`src/rtl/usb_crc16_check.sv`:
```
// Receive-side USB CRC16 checker: running reflected CRC, end-of-packet residual/length status.
// Optional payload strip (drops the two trailing CRC bytes) is built when USB_CRC16_STRIP_EN is defined.
module usb_crc16_check (
  input  logic        clk,
  input  logic        rst,
  input  logic [7:0]  in_data,
  input  logic        in_valid,
  input  logic        in_start,
  input  logic        in_last,
  output logic [15:0] crc_out,
  output logic        crc_done,
  output logic        crc_ok,
  output logic        crc_err,
  output logic        len_err,
  output logic [10:0] byte_cnt,
  output logic [7:0]  pay_data,
  output logic        pay_valid
);

  typedef enum logic [1:0] {IDLE, RUN, CHECK} state_t;

  state_t      state, state_next;
  logic        accept;
  logic [15:0] crc_next;
  logic [10:0] cnt_next;
  logic        resid_match;
  logic        len_bad;

  function automatic logic [15:0] crc_byte(input logic [15:0] c, input logic [7:0] d);
    logic [15:0] r;
    r = c;
    for (int unsigned i = 0; i < 8; i++) begin
      if (r[0] ^ d[i]) r = (r >> 1) ^ 16'hA001;
      else             r = r >> 1;
    end
    return r;
  endfunction

  // A start byte is taken in any state (restart/abort); other bytes only while a packet is open.
  always_comb begin
    state_next  = state;
    crc_done    = 1'b0;
    accept      = in_valid && (in_start || state == RUN);
    crc_next    = crc_byte(in_start ? 16'hFFFF : crc_out, in_data);
    cnt_next    = in_start ? 11'd1 : ((byte_cnt == '1) ? byte_cnt : byte_cnt + 11'd1);
    resid_match = (crc_next == 16'hB001);
    len_bad     = (cnt_next < 11'd2) || (cnt_next > 11'd1026);
    if (state == CHECK) crc_done = 1'b1;
    if (accept)               state_next = in_last ? CHECK : RUN;
    else if (state == CHECK)  state_next = IDLE;
  end

  always_ff @(posedge clk) begin
    if (rst) begin
      state    <= IDLE;
      crc_out  <= 16'hFFFF;
      byte_cnt <= '0;
      crc_ok   <= 1'b0;
      crc_err  <= 1'b0;
      len_err  <= 1'b0;
    end else begin
      state <= state_next;
      if (accept) begin
        crc_out  <= crc_next;
        byte_cnt <= cnt_next;
        // Status is registered on the last byte so it is valid alongside crc_done.
        if (in_last) begin
          crc_ok  <= resid_match && !len_bad;
          crc_err <= !resid_match;
          len_err <= len_bad;
        end else if (in_start) begin
          crc_ok  <= 1'b0;
          crc_err <= 1'b0;
          len_err <= 1'b0;
        end
      end
    end
  end

`ifdef USB_CRC16_STRIP_EN
  logic [7:0] hold0, hold1;

  // Two-byte delay line: whatever is still held when the packet ends is the CRC and is never emitted.
  always_ff @(posedge clk) begin
    if (rst) begin
      hold0     <= '0;
      hold1     <= '0;
      pay_data  <= '0;
      pay_valid <= 1'b0;
    end else begin
      pay_valid <= 1'b0;
      if (accept) begin
        hold0     <= in_data;
        hold1     <= hold0;
        pay_data  <= hold1;
        pay_valid <= (cnt_next >= 11'd3);
      end
    end
  end
`else
  assign pay_data  = '0;
  assign pay_valid = 1'b0;
`endif

endmodule

```
`config.mk`:
```
export PLATFORM = sky130hd
export DESIGN_NAME = usb_crc16_check
export DESIGN_NICKNAME = d
export VERILOG_FILES = /design/src/rtl/usb_crc16_check.sv
export SDC_FILE = /design/constraint.sdc
export NUM_CORES = 1
export LEC_CHECK = 0
export CAP_MARGIN = 5
export CORE_MARGIN = 2
export CORE_UTILIZATION = 47
export DETAILED_ROUTE_END_ITERATION = 8
export GPL_TIMING_DRIVEN = 0
export PLACE_DENSITY = 0.75
export SYNTH_ARGS = -nofsm -noshare
export SYNTH_HDL_FRONTEND = slang
export SYNTH_SLANG_ARGS = --single-unit
export TNS_END_PERCENT = 50
```
`constraint.sdc`:
```
create_clock -name clk -period 5.1 [get_ports clk]
set_input_delay 0.51 -clock clk [delete_from_list [all_inputs] [get_ports clk]]
set_output_delay 0.51 -clock clk [all_outputs]
set_load 0.005 [all_outputs]
```
==> metrics.md <==
| Metric | Value |
|---|---|
| Clk Latency, worst-skew pair | 290 ps |
| Kind of start point of the critical path | flip-flop |
| Crit. End Element | flip-flop |
| Clock sink total | 32 |
| Synth warn | 0 |
| TNS Setup | 0 ps |
| Root Buffer | clkbuf_8 |
| Multi-input gate area | 0.00125 mm² |
| Initial antenna violation count | 0 |
| Layout cell share with drive strength beyond 1 | 10.7% |
| Power per cell area | 267 mW/mm² |
| Hold Path Depth | 2 |
| Non-filler cells, final | 359 |
| Wirelength per Cell | 15.1 µm |
| Leak pwr | 0.00103 µW |
| Routing usage on met3 | 3.63% |
| Post-detail-place hpwl | 4.06 mm |
| Grt met1 use | 33.6% |
| Synth cell types | 54 |
| Most frequent cells in the layout | clkdlybuf4s50_1 (43), dfxtp_1 (32), nor2_1 (24), nand2_1 (23) |
| Reg area | 641 µm² |
| Synthesized netlist cell count | 250 |
| Predominant post-synthesis flop cell | dfxtp_1 |
| Placer Congestion | 0.871 |
| Fin area | 0.00265 mm² |
| Vias in the first global route | 1820 |
| Slew Limit Headroom | 53.0% |
| Commonest non-fill, non-tap cell in the layout | clkdlybuf4s50_1 |
| Fmax | 0.386 GHz |
| Setup violators final | 0 |
| Max Root-Sink Buffers | 2 |
| RSZ-0062 raised after global routing | no |
| Die Span Y | 69.3 µm |
| GRT Total Usage | 22.7% |
| DP Area | 0.00253 mm² |
| Routed vias/inst | 5.89 |
| First-pass DRT Iterations | 6 |
| Max-cap violations | 0 |
| Die Footprint | 0.00480 mm² |
| Antenna Cells | 0 |
| Seq cells post-synth | 32 |
| Vias | 2115 |
| Die extent in x | 69.3 µm |
| Arrival time worst endpoint | 2800 ps |
| Peak supply drop | 168 µV |
| H-Tree Depth | 2 |
| DRC | 0 |
| Antenna viol nets, final | 0 |
| Clock buffers created by TritonCTS | 5 |
| Crit-path max FO | 8 |
| Register area share after synthesis | 32.0% |
| Rows | 23 |
| Layout area overhead | 32.4% |
| Post-cts hold buffer count | 0 |
| CTS tree | done |
| Outcome | completed |
| Post-synth EDFFs | 0 |
| Clock-pin transition on the worst setup and hold timing paths | 70 ps |
| Grt ovf | 0 |
| Final Max Tran Viols | 0 |
| Crit path kind | reg2reg |
| M2 GR Usage | 32.4% |
| R2R cell count | 7 |
| Nets@finish | 322 |
| Placed cells | 351 |
| Fin crit share | 50.8% |
| Core area | 0.00406 mm² |
| Syn Area/Cell | 8.02 µm² |
| IO buf count | 43 |
| Final setup skew | 5.22 ps |
| DRT Wirelength | 5.42 mm |
| Synth Cell Area | 0.00200 mm² |
| Post-synthesis async set-or-reset flop share | 0% |
| 1st-iter DRT viols | 274 |
| # IOs | 53 |
| Final Hold Fails | 0 |
| Busiest grt layer | met1 |
| Fill count | 344 |
| Starting Density | 49.4% |
| Post-CTS Setup Bufs | 0 |
| CP Data Required Time | 5310 ps |
| First-pass GRT wire length | 8.87 mm |
| Largest net degree at the start of global routing | 11 |
| Slew @ Worst Pin | 700 ps |
| Final min period | 2590 ps |
| CTS resizes | 0 |
| Worst min path class | reg2reg |
[cell type report]
type | instances | share of cell area, %
plain buffers | 22 | 5.14
clock buffers | 7 | 3.63
clock inverters | 1 | 1.13
inverters | 3 | 0.424
multi-input cells | 201 | 47.0
flip-flops and latches | 32 | 24.1
well taps | 50 | 2.36
repair buffers | 43 | 16.2
[sequential cells by signal (all words and copies together) (netlist names)]
register	cells
byte_cnt	11
crc_err	1
crc_ok	1
crc_out	16
len_err	1
state	2
[kinds of logic after synthesis]
kind of cell / Yosys count / synth area share [%]
XOR/XNOR: 22 / 10.4
other: 1 / 0.187
multiplexers: 2 / 1.06
AND/OR/NAND/NOR: 103 / 26.5
flip-flops: 32 / 32.0
buffers and inverters: 25 / 7.37
adder cells (fa/ha/maj): 1 / 0.624
AO/OA/AOI/OAI: 64 / 22.0
[metal layers]
metal  wire length [µm]  share of wire, %
met1               2550                47
met2               2370                44
met3                401               7.4
met4                 97               1.8
met5                  0                 0
[critical path, cell delays in order (launching register included)]
cell	delay, ps
dfxtp_1	320
clkbuf_1	330
nand2_1	120
nor4_1	530
mux2_2	420
o41ai_1	490
nand4b_1	160
a21oi_1	150
[final timing paths]
kind              slack [ps]     end        start
setup reg to reg        2510  crc_ok  byte_cnt[7]
hold / removal           450  crc_ok       crc_ok
hold reg to reg          450  crc_ok       crc_ok
setup / recovery        2510  crc_ok  byte_cnt[7]
[metrics by stage]
step | utilization, % | hold slack (ps) | total power (µW) | worst slack (ps)
final | 65.4 | 452 | 708 | 2510
after global routing | 65.4 | 478 | 737 | 2300
after CTS | 65.4 | 457 | 711 | 2560
after detailed placement | 62.3 | 448 | 440 | 2300
after global placement | 62.3 | 442 | 439 | 2310
after floorplan | - | 448 | 381 | 2990
[power by group]
part	internal, µW	total (µW)	switching [µW]	leakage (µW)
registers	263	278	15.0	0.000262
clock network	172	271	98.5	0.0000645
logic	82.4	160	77.1	0.000700
[synth_stat cells, drive strengths merged, types with 3 or more instances]
master   n  area [µm²]
clkbuf  10        38.8
nand2   23        86.3
buf     12        97.6
nor2    24        90.1
nand3    8        40.0
nor3    15        75.1
xor2     6        52.6
or3      3        25.0
dfxtp   32         641
a31oi    5        31.3
nor2b    4        25.0
a211oi   4        42.5
xnor2   15         131
or2      4        25.0
o211ai   8        60.1
o21ai   16        80.1
and3     3        20.0
nor4     4        25.0
nand4    4        25.0
inv      3        11.3
a21oi   13        65.1
Note: power is estimated with default switching activity, not from simulation.
